==> src/rtl/mem_stage.sv <==
// Memory-access stage: req/ack data-memory handshake with lane steering and load extension.
// Optional MEM_MISALIGN_TRAP_EN: misaligned half/word accesses complete immediately with bus_err_o.
module mem_stage #(
   parameter int ADDR_W         = 32,
   parameter int TIMEOUT_CYCLES = 16
) (
   input  logic              clk,
   input  logic              rst,
   input  logic              valid_i,
   input  logic              MemRE,
   input  logic              MemWE,
   input  logic [2:0]        funct3,
   input  logic [31:0]       ALUOut,
   input  logic [31:0]       DataOutReg2,
   output logic              stall_o,
   output logic              done_o,
   output logic [31:0]       ReadData,
   output logic              bus_err_o,
   output logic              dmem_req,
   output logic              dmem_we,
   output logic [ADDR_W-1:0] dmem_addr,
   output logic [31:0]       dmem_wdata,
   output logic [3:0]        dmem_be,
   input  logic [31:0]       dmem_rdata,
   input  logic              dmem_ack
);

   localparam int CNT_W = $clog2(TIMEOUT_CYCLES + 1);

   typedef enum logic [1:0] {IDLE, REQ, RESP} state_t;

   state_t            state, state_next;
   logic [CNT_W-1:0]  cnt;
   logic [1:0]        off_q;
   logic [2:0]        funct3_q;
   logic              we_q;
   logic              err_q;
   logic              accept;
   logic              misalign;
   logic              timeout_hit;
   logic [3:0]        be_new;
   logic [31:0]       wdata_new;
   logic [7:0]        byte_sel;
   logic [15:0]       half_sel;
   logic [31:0]       load_ext;

   assign accept = (state == IDLE) && valid_i && (MemRE || MemWE);

`ifdef MEM_MISALIGN_TRAP_EN
   assign misalign = ((funct3[1:0] == 2'b01) && ALUOut[0]) ||
                     (funct3[1] && (ALUOut[1:0] != 2'b00));
`else
   assign misalign = 1'b0;
`endif

   // Lane steering uses only funct3[1:0]; word accesses ignore the low address bits.
   always_comb begin
      be_new    = 4'b1111;
      wdata_new = DataOutReg2;
      case (funct3[1:0])
         2'b00: begin
            be_new    = 4'b0001 << ALUOut[1:0];
            wdata_new = {4{DataOutReg2[7:0]}};
         end
         2'b01: begin
            be_new    = ALUOut[1] ? 4'b1100 : 4'b0011;
            wdata_new = {2{DataOutReg2[15:0]}};
         end
         default: ;
      endcase
   end

   always_comb begin
      byte_sel = dmem_rdata[7:0];
      case (off_q)
         2'd1:    byte_sel = dmem_rdata[15:8];
         2'd2:    byte_sel = dmem_rdata[23:16];
         2'd3:    byte_sel = dmem_rdata[31:24];
         default: ;
      endcase
      half_sel = off_q[1] ? dmem_rdata[31:16] : dmem_rdata[15:0];
      case (funct3_q)
         3'b000:  load_ext = {{24{byte_sel[7]}}, byte_sel};
         3'b001:  load_ext = {{16{half_sel[15]}}, half_sel};
         3'b100:  load_ext = {24'h0, byte_sel};
         3'b101:  load_ext = {16'h0, half_sel};
         default: load_ext = dmem_rdata;
      endcase
   end

   always_ff @(posedge clk or posedge rst) begin
      if (rst) state <= IDLE;
      else     state <= state_next;
   end

   // An ack in the final REQ cycle wins over the timeout.
   always_comb begin
      state_next  = state;
      timeout_hit = 1'b0;
      case (state)
         IDLE: if (accept) state_next = misalign ? RESP : REQ;
         REQ: begin
            if (dmem_ack) begin
               state_next = RESP;
            end else if (cnt == CNT_W'(TIMEOUT_CYCLES - 1)) begin
               state_next  = RESP;
               timeout_hit = 1'b1;
            end
         end
         RESP:    state_next = IDLE;
         default: state_next = IDLE;
      endcase
   end

   always_ff @(posedge clk or posedge rst) begin
      if (rst) begin
         cnt        <= '0;
         off_q      <= '0;
         funct3_q   <= '0;
         we_q       <= 1'b0;
         err_q      <= 1'b0;
         dmem_addr  <= '0;
         dmem_be    <= '0;
         dmem_wdata <= '0;
         ReadData   <= '0;
      end else begin
         case (state)
            IDLE: begin
               cnt <= '0;
               if (accept) begin
                  dmem_addr  <= {ALUOut[ADDR_W-1:2], 2'b00};
                  off_q      <= ALUOut[1:0];
                  funct3_q   <= funct3;
                  we_q       <= MemWE;
                  dmem_be    <= be_new;
                  dmem_wdata <= wdata_new;
                  err_q      <= misalign;
                  if (misalign) ReadData <= '0;
               end
            end
            REQ: begin
               if (dmem_ack) begin
                  err_q <= 1'b0;
                  if (!we_q) ReadData <= load_ext;
               end else if (timeout_hit) begin
                  err_q    <= 1'b1;
                  ReadData <= '0;
               end else begin
                  cnt <= cnt + 1'b1;
               end
            end
            default: ;
         endcase
      end
   end

   assign stall_o   = accept || (state == REQ);
   assign done_o    = (state == RESP);
   assign bus_err_o = (state == RESP) && err_q;
   assign dmem_req  = (state == REQ);
   assign dmem_we   = (state == REQ) && we_q;

endmodule

==> config.mk <==
export PLATFORM = sky130hd
export DESIGN_NAME = mem_stage
export DESIGN_NICKNAME = d
export VERILOG_FILES = /design/src/rtl/mem_stage.sv
export SDC_FILE = /design/constraint.sdc
export NUM_CORES = 1
export LEC_CHECK = 0
export ABC_AREA = 1
export CAP_MARGIN = 25
export CORE_ASPECT_RATIO = 0.75
export CORE_MARGIN = 1
export CORE_UTILIZATION = 44
export DETAILED_ROUTE_END_ITERATION = 8
export PLACE_DENSITY = 0.78
export SLEW_MARGIN = 15
export SYNTH_ARGS = -nofsm -noshare
export SYNTH_HDL_FRONTEND = slang
export SYNTH_SLANG_ARGS = --single-unit
==> constraint.sdc <==
create_clock -name clk -period 4.1 [get_ports clk]
set_clock_uncertainty 0.05 [all_clocks]
set_input_delay 0.615 -clock clk [delete_from_list [all_inputs] [get_ports clk]]
set_output_delay 0.615 -clock clk [all_outputs]
set_load 0.01 [all_outputs]
==> Implementation_results.wiki, run 1 <==
{| class="wikitable"
! Metric !! Value
|-
| Run status || complete, no violations
|-
| Number of design rule violations left after detail routing || 0
|-
| Routed length on met1 || 6700 µm
|-
| I/O pins || 210
|-
| Unrepaired setup endpoints after global routing || false
|-
| Per-instance average area after synthesis || roughly 7.8 µm²
|-
| Drt total wl || between 15,000 and 20,000 µm
|-
| Length of routed met3 wiring || 1450 µm
|-
| Effective utilization at floorplan || 45.8%
|-
| Maximum number of pins on one net before global-route repair || 84
|-
| Crit path largest cell delay || between 0.5 and 0.6 ns
|-
| Overall die height || 97.7 µm
|-
| Routability-driven placement congestion ratio || roughly 0.86
|-
| Combinational group share of total power || 43.0%
|-
| Number of global-route vias before repair || 5,104
|-
| Cells along the critical path || clkdlybuf4s50_1 -> o211ai_1 -> nand2_1 -> clkdlybuf4s50_1
|-
| Count of yosys warnings during synthesis || 0
|-
| Routed via count || 5,201
|-
| Post-synthesis share of cell area spent on full adders, half adders and majority gates || 0.466%
|-
| Switching part of the total || between 30% and 40%
|-
| I/O Buffers || 207
|-
| Clock sink total || 112
|-
| Hold Fails Final Rpt || 0
|-
| Post-synthesis share of cell area spent on xor and xnor gates || 0%
|-
| Remaining max-slew budget at the tightest pin || 43.2%
|-
| Simple-gate share of the synthesized area || between 30% and 40%
|-
| Buffers & Inverters on Critical Path || 2
|-
| Post-layout net count || 989
|-
| Layout Utilization || 66.0%
|-
| Critical hold path startpoint || dmem_wdata[21]
|-
| Internal portion of total power || slightly below 0.003 W
|-
| Cts bufs inserted || 9
|-
| Total power divided by cell area || 581 mW/mm²
|-
| Latest clock arrival within the worst-skew pair || around 0.35 ns
|-
| Clock tree root buffer cell || sky130_fd_sc_hd__clkbuf_16
|-
| Maximum capacitance violations || 0
|-
| Overflow left after global routing || 0
|-
| Sw power || 0.00162 W
|-
| TritonCTS clock tree || done
|-
| Tmin final || about 2.5 ns
|-
| All-layer global routing usage || 25.6%
|-
| Number of instances resized during post-cts repair || 0
|-
| Cells after synthesis || 693
|-
| Cell repeated most along the worst path || sky130_fd_sc_hd__clkdlybuf4s50_1
|-
| CP delay by family, top || buffers and inverters
|-
| Maximum level of the CTS H-tree || 3
|-
| Share of the synthesized area in compound gates (AO/OA/AOI/OAI) || 9.80%
|-
| Endpoint of the worst register-to-register path || ReadData[6]
|-
| Highest metal layer with signal wires || met4
|-
| Cell Area, Synth || 0.00537 mm²
|-
| Diodes inserted || 0
|-
| Setup-failing EPs final || 0
|-
| Highest attainable clock frequency || 395 MHz
|-
| Terminating pin of the worst hold path || dmem_wdata[21]
|-
| CP max FO || 2
|-
| Setup TNS after final layout || 0 ns
|-
| Number of DRC violations after detailed-routing iteration 0 || 364
|-
| Routed length per instance || 14.9 µm
|-
| Share of cells above drive strength 1 || 4.29%
|-
| Category of the critical setup timing path || primary input to output port
|-
| Length of the first detailed-routing pass in iterations || 5
|-
| Initial antenna violation count || 0
|-
| Buffer count from post-CTS setup fixing || 0
|-
| Flop-to-flop setup slack || 1.94 ns
|-
| Highest ir drop seen on vdd || around 320 µV
|-
| Die boundary width || 130 µm
|-
| Max clock buf depth || 2
|-
| Number of vias per cell || between 4 and 5
|-
| Slew at the pin closest to its max-slew limit || 0.852 ns
|-
| Sort of element at the end of the critical path || output port
|-
| Post-route ant nets || 0
|-
| WHS Path Cells || 2
|-
| Count of state elements after synthesis || 112
|-
| Top library cells by usage in the layout, fill and taps aside || sky130_fd_sc_hd__nand2_1, sky130_fd_sc_hd__clkdlybuf4s50_1, sky130_fd_sc_hd__dfrtp_1, sky130_fd_sc_hd__o21ai_0, sky130_fd_sc_hd__nor2_1
|-
| Part of the total power dissipated in sequential elements || 39.0%
|-
| Endpoint arrival time on the critical path || approximately 1.9 ns
|-
| Overall die area || approximately 0.013 mm²
|-
| Core Area || 0.0117 mm²
|-
| R2R depth || 9
|-
| Min-delay worst type || flip-flop to flip-flop
|-
| Leakage power || around 3.8 nW
|-
| First-pass GRT wire length || 25,200 µm
|-
| Leading cell type in the layout, fill and taps excluded || sky130_fd_sc_hd__nand2_1
|-
| Number of hold-repair buffers added at the cts stage || 0
|-
| Cell variety after synth || 31
|-
| Reg-to-reg startpoint || cnt[0]
|-
| Dominant combinational cell family by area after synthesis || simple AND/OR/NAND/NOR gates
|-
| Row count || 34
|-
| Share of cell area taken by muxes after synthesis || 0%
|-
| Routed wire length on met2 || 7070 µm
|-
| Final Slew Violations || 0
|-
| Post-detail-place hpwl || 11,500 µm
|-
| Fraction of the yosys area taken by sequential cells || between 50% and 60%
|-
| Portion of the clock cycle consumed by the worst path in the final layout || between 60% and 70%
|-
| P&R area growth vs syn || 44.1%
|-
| Clock-pin slew on the worst setup and hold paths || 0.07 ns
|-
| Critical Path Source Type || primary input
|-
| Worst-path cell with the longest stage delay || sky130_fd_sc_hd__clkdlybuf4s50_1
|-
| Part of the power in the clock network || 18.0%
|-
| Data required time at the worst endpoint || 3.43 ns
|}
-- worst max path at each step --
stage / startpoint / end / slack [ns] / depth (start not counted)
6_report: MemRE / stall_o / 1.57 / 4
5_1_grt: MemWE / stall_o / 1.51 / 4
4_1_cts: MemWE / stall_o / 1.58 / 4
3_5_place_dp: MemWE / we_q / 1.44 / 6
3_3_place_gp: MemWE / we_q / 1.55 / 5
2_1_floorplan: rst / ReadData[0] / 0.48 / 1
-- Yosys cell counts (all sizes together) --
| library cell | count | share of area [%] |
|---|---|---|
| a21oi | 27 | 2.7 |
| and3 | 1 | 0.12 |
| buf | 29 | 3.6 |
| clkbuf | 6 | 0.44 |
| conb | 1 | 0.070 |
| dfrtp | 112 | 52 |
| ha | 2 | 0.47 |
| inv | 38 | 2.7 |
| nand2 | 320 | 23 |
| nand3 | 21 | 2.5 |
| nand3b | 1 | 0.14 |
| nand4 | 6 | 0.70 |
| nor2 | 58 | 4.7 |
| o211ai | 4 | 0.56 |
| o21a | 6 | 0.84 |
| o21ai | 59 | 5.5 |
| o21bai | 1 | 0.14 |
| o22ai | 1 | 0.12 |
-- worst register-to-register path, cell delays in order (launching register included) --
cell	delay [ns]
sky130_fd_sc_hd__dfrtp_1	0.43
sky130_fd_sc_hd__ha_1	0.23
sky130_fd_sc_hd__nand2_1	0.08
sky130_fd_sc_hd__nor2_1	0.04
sky130_fd_sc_hd__ha_1	0.18
sky130_fd_sc_hd__inv_1	0.15
sky130_fd_sc_hd__nor2_4	0.08
sky130_fd_sc_hd__nor2_4	0.57
sky130_fd_sc_hd__nand2_1	0.13
sky130_fd_sc_hd__o21ai_0	0.12
-- state kept, by name, summed over array words and instances, names as in the netlist --
register,flops
ReadData,32
dmem_be,4
state,2
funct3_q,3
dmem_wdata,32
cnt,5
off_q,2
err_q,1
dmem_addr,30
we_q,1
-- per-layer routing --
layer  up-vias  global-route usage, %
li1       2539                      -
met1      2396                   34.1
met2       235                   40.1
met3        31                   7.05
met4         0                   8.77
met5         -                      0
-- power groups by stage --
stage	clock (W)	sequential (W)	combinational, W
2_1_floorplan	0	0.00188	0.000776
3_3_place_gp	0	0.00175	0.00190
3_5_place_dp	0	0.00177	0.00193
4_1_cts	0.000832	0.00175	0.00194
5_1_grt	0.000874	0.00180	0.00212
6_report	0.000812	0.00175	0.00193
-- layout make-up --
| type | count | area (µm²) |
|---|---|---|
| Clock buffer | 9 | 225 |
| Clock inverter | 6 | 46.3 |
| Fill cell | 968 | 4000 |
| Inverter | 38 | 148 |
| Multi-Input combinational cell | 509 | 2210 |
| Sequential cell | 112 | 2800 |
| Tap cell | 162 | 203 |
| Timing Repair Buffer | 212 | 2110 |
-- per-stage QoR --
step | total power [W] | std cells | setup slack [ns] | area (µm²) | hold slack, ns
6_report | 0.00450 | 1048 | 1.57 | 7740 | 0.423
3_5_place_dp | 0.00370 | 1033 | 1.44 | 7470 | 0.408
3_3_place_gp | 0.00365 | 1033 | 1.55 | 7470 | 0.405
4_1_cts | 0.00453 | 1048 | 1.58 | 7740 | 0.426
5_1_grt | 0.00480 | 1048 | 1.51 | 7740 | 0.444
2_1_floorplan | 0.00266 | 694 | 0.476 | 5380 | 0.403
-- kinds of logic after synthesis --
logic type,count (synthesis)
buffers and inverters,73
and+or+nand+nor,407
adders and majority gates,2
other,1
AOI/OAI and AO/OA,98
DFF,112
Note: power is estimated with default switching activity, not from simulation.
==> run 2, diff against run 1 <==
- CORE_UTILIZATION: 44 -> 40
- PLACE_DENSITY: 0.78 -> 0.74
- clock period: 4.1 -> 2.2 ns (I/O delays scaled with it)
==> run 2 against run 1 <==
Compared with the run above: hold slack worse by 0.050 ns; register-to-register slack worse by 1.6 ns; first-iteration DRC count down 18%; die area up 9.8%; worst setup slack worse by 1.5 ns; count of clock-buffer cells in the layout unchanged; final cell count up 2.0%; power up 92%; cell area up 2.4%; sequential share of layout area down 0.84 points; global-route usage down 3.0 points; critical path depth unchanged; critical endpoint is now dmem_we; largest power group unchanged.
==> Implementation_results.wiki, run 2 (synthesis results as in run 1) <==
{| class="wikitable"
! Metric !! Value
|-
| Run status || complete, no violations
|-
| Regs by FF count || ReadData: 32 flops, dmem_wdata: 32 flops, dmem_addr: 30 flops
|-
| Number of design rule violations left after detail routing || 0 (unchanged)
|-
| Routed length on met1 || 7220 µm (+7.7%)
|-
| Flop-to-flop setup slack || 0.35 ns (-1.59 ns)
|-
| CP delay by family, top || buffers and inverters
|-
| Effective utilization at floorplan || 41.1% (-4.6 points)
|-
| Critical Path Source Type || flip-flop
|-
| Critical Path Start || state[1]
|-
| Post-route ant nets || 0 (unchanged)
|-
| Routed via count || 5,057 (-2.8%)
|-
| Overall die area || 0.0139 mm² (+9.8%)
|-
| CP max FO || 4 (+2)
|-
| Clock tree root buffer cell || sky130_fd_sc_hd__clkbuf_16
|-
| Number of stages on the worst setup path || 4 (unchanged)
|-
| Latest clock arrival within the worst-skew pair || 0.34 ns (about the same)
|-
| Number of global-route vias before repair || 4,806 (-5.8%)
|-
| Post-detail-place hpwl || 11,400 µm (-1.2%)
|-
| Total power || 0.00864 W (+92%)
|-
| Hold Fails Final Rpt || 0 (unchanged)
|-
| I/O Buffers || 207 (unchanged)
|-
| Endpoint of the worst register-to-register path || ReadData[3]
|-
| Slew at the pin closest to its max-slew limit || 0.527 ns (-0.325 ns)
|-
| Maximum capacitance violations || 0 (unchanged)
|-
| Category of the critical setup timing path || flip-flop to output port
|-
| Setup-failing EPs final || 0 (unchanged)
|-
| I/O pins || 210 (unchanged)
|-
| Cts bufs inserted || 9 (unchanged)
|-
| Capture point of the worst path || dmem_we
|-
| Highest ir drop seen on vdd || 531 µV (+68%)
|-
| Highest attainable clock frequency || ~480 MHz
|-
| R2R depth || 10 (+1)
|-
| Routed wire length on met2 || 6490 µm (-8.2%)
|-
| Data required time at the worst endpoint || 1.82 ns (-1.61 ns)
|-
| Maximum number of pins on one net before global-route repair || 78 (-7.1%)
|-
| Sort of element at the end of the critical path || output port
|-
| TritonCTS clock tree || done
|-
| Routed length per instance || 14.2 µm (-4.6%)
|-
| Length of the first detailed-routing pass in iterations || 5 (unchanged)
|-
| Final Slew Violations || 0 (unchanged)
|-
| Number of hold-repair buffers added at the cts stage || 0 (unchanged)
|-
| Buffers & Inverters on Critical Path || 2 (unchanged)
|-
| Min-delay worst type || primary input to async pin
|-
| Clock-pin slew on the worst setup and hold paths || 0.08 ns (about the same)
|-
| First-pass GRT wire length || 24,200 µm (-3.7%)
|-
| Highest metal layer with signal wires || met4
|-
| P&R area growth vs syn || 47.6%
|-
| Overall die height || 102 µm (+4.8%)
|-
| Top library cells by usage in the layout, fill and taps aside || sky130_fd_sc_hd__nand2_1, sky130_fd_sc_hd__clkdlybuf4s50_1, sky130_fd_sc_hd__dfrtp_1, sky130_fd_sc_hd__o21ai_0, sky130_fd_sc_hd__nor2_1
|-
| Die boundary width || 136 µm (+4.8%)
|-
| All-layer global routing usage || 22.6% (-3.0 points)
|-
| Share of cells above drive strength 1 || 5.79% (+1.5 points)
|-
| Total power divided by cell area || 1090 mW/mm² (+87%)
|-
| Max clock buf depth || 2 (unchanged)
|-
| Crit path largest cell delay || 0.57 ns (+0.04 ns)
|-
| Routability-driven placement congestion ratio || 0.897 (+4.0%)
|-
| Remaining max-slew budget at the tightest pin || 64.9% (+22 points)
|-
| Number of vias per cell || 4.73 (-4.7%)
|-
| Length of routed met3 wiring || 1230 µm (-15%)
|-
| Number of DRC violations after detailed-routing iteration 0 || 300 (-18%)
|-
| Drt total wl || 15,200 µm (-2.7%)
|-
| Endpoint arrival time on the critical path || 1.71 ns (-0.16 ns)
|-
| Tmin final || 2.09 ns
|-
| Leading cell type in the layout, fill and taps excluded || sky130_fd_sc_hd__nand2_1
|-
| WHS || 0.373 ns (-0.0501 ns)
|-
| Post-layout net count || 1,000 (+1.1%)
|-
| Leakage power || 3.84 nW (+2.3%)
|-
| Initial antenna violation count || 0 (unchanged)
|-
| Clock sink total || 112 (unchanged)
|-
| Portion of the clock cycle consumed by the worst path in the final layout || 94.9%
|-
| Row count || 36 (+5.9%)
|-
| Cells along the critical path || inv_2 -> nand2_1 -> nor2_1 -> clkdlybuf4s50_1
|-
| Maximum level of the CTS H-tree || 3 (unchanged)
|-
| Diodes inserted || 0 (unchanged)
|-
| Worst-path cell with the longest stage delay || sky130_fd_sc_hd__clkdlybuf4s50_1
|-
| Overflow left after global routing || 0 (unchanged)
|-
| Core Area || 0.0131 mm² (+11%)
|-
| Reg-to-reg startpoint || cnt[0]
|}
[run 2: cell types whose count changed in the layout (fill, tap and decap cells not counted), sizes merged]
cell	change
buf	+11
inv	+3
clkinv	-2
bufinv	+1
clkinvlp	-1
[run 2: layer usage]
metal / vias up / global-route usage, %
met3: 17 / 6.55
met1: 2290 / 31.8
met4: 0 / 5.62
met5: - / 0
met2: 181 / 34.1
li1: 2569 / -
[run 2: tightest hold or removal path, delay by kind of cell]
kind	cells	cell delay [ns]
buf+inv	3	0.80
[run 2: cell type report]
class                   count  area, µm²
clock buffers               9        225
multi-input cells         509       2210
flip-flops and latches    112       2800
repair buffers            223       2230
well taps                 171        214
inverters                  38        149
clock inverters             7       95.1
fillers                  1217       5130
[run 2: report_power, final]
group	switching [W]	leakage [nW]	internal [W]	total (W)
registers	0.000460	1.40	0.00278	0.00324
clock network	0.000814	0.158	0.000923	0.00174
logic	0.00178	2.29	0.00188	0.00366
total	0.00305	3.84	0.00558	0.00864
[run 2: metrics by stage]
step | setup WS, ns | instance area [µm²] | std cells | TNS [ns] | utilization, %
5_1_grt | -0.0132 | 7930 | 1069 | -0.0132 | 60.7
2_1_floorplan | 0.463 | 5380 | 694 | 0 | -
3_3_place_gp | 0.177 | 7600 | 1053 | 0 | 58.2
4_1_cts | 0.0765 | 7930 | 1069 | 0 | 60.7
6_report | 0.112 | 7930 | 1069 | 0 | 60.7
3_5_place_dp | 0.137 | 7600 | 1053 | 0 | 58.2
[run 2: worst min path at each step]
stage | cells past startpoint | end
global placement | 2 | dmem_addr[17]
CTS | 3 | dmem_wdata[2]
floorplan | 2 | funct3_q[2]
global route | 3 | dmem_wdata[0]
finish | 3 | dmem_wdata[2]
detailed placement | 2 | dmem_addr[7]
[run 2: what timing repair did]
item	CTS	global route
setup buffers	0	0
setup endpoints to repair	0	2
resized for setup	0	2
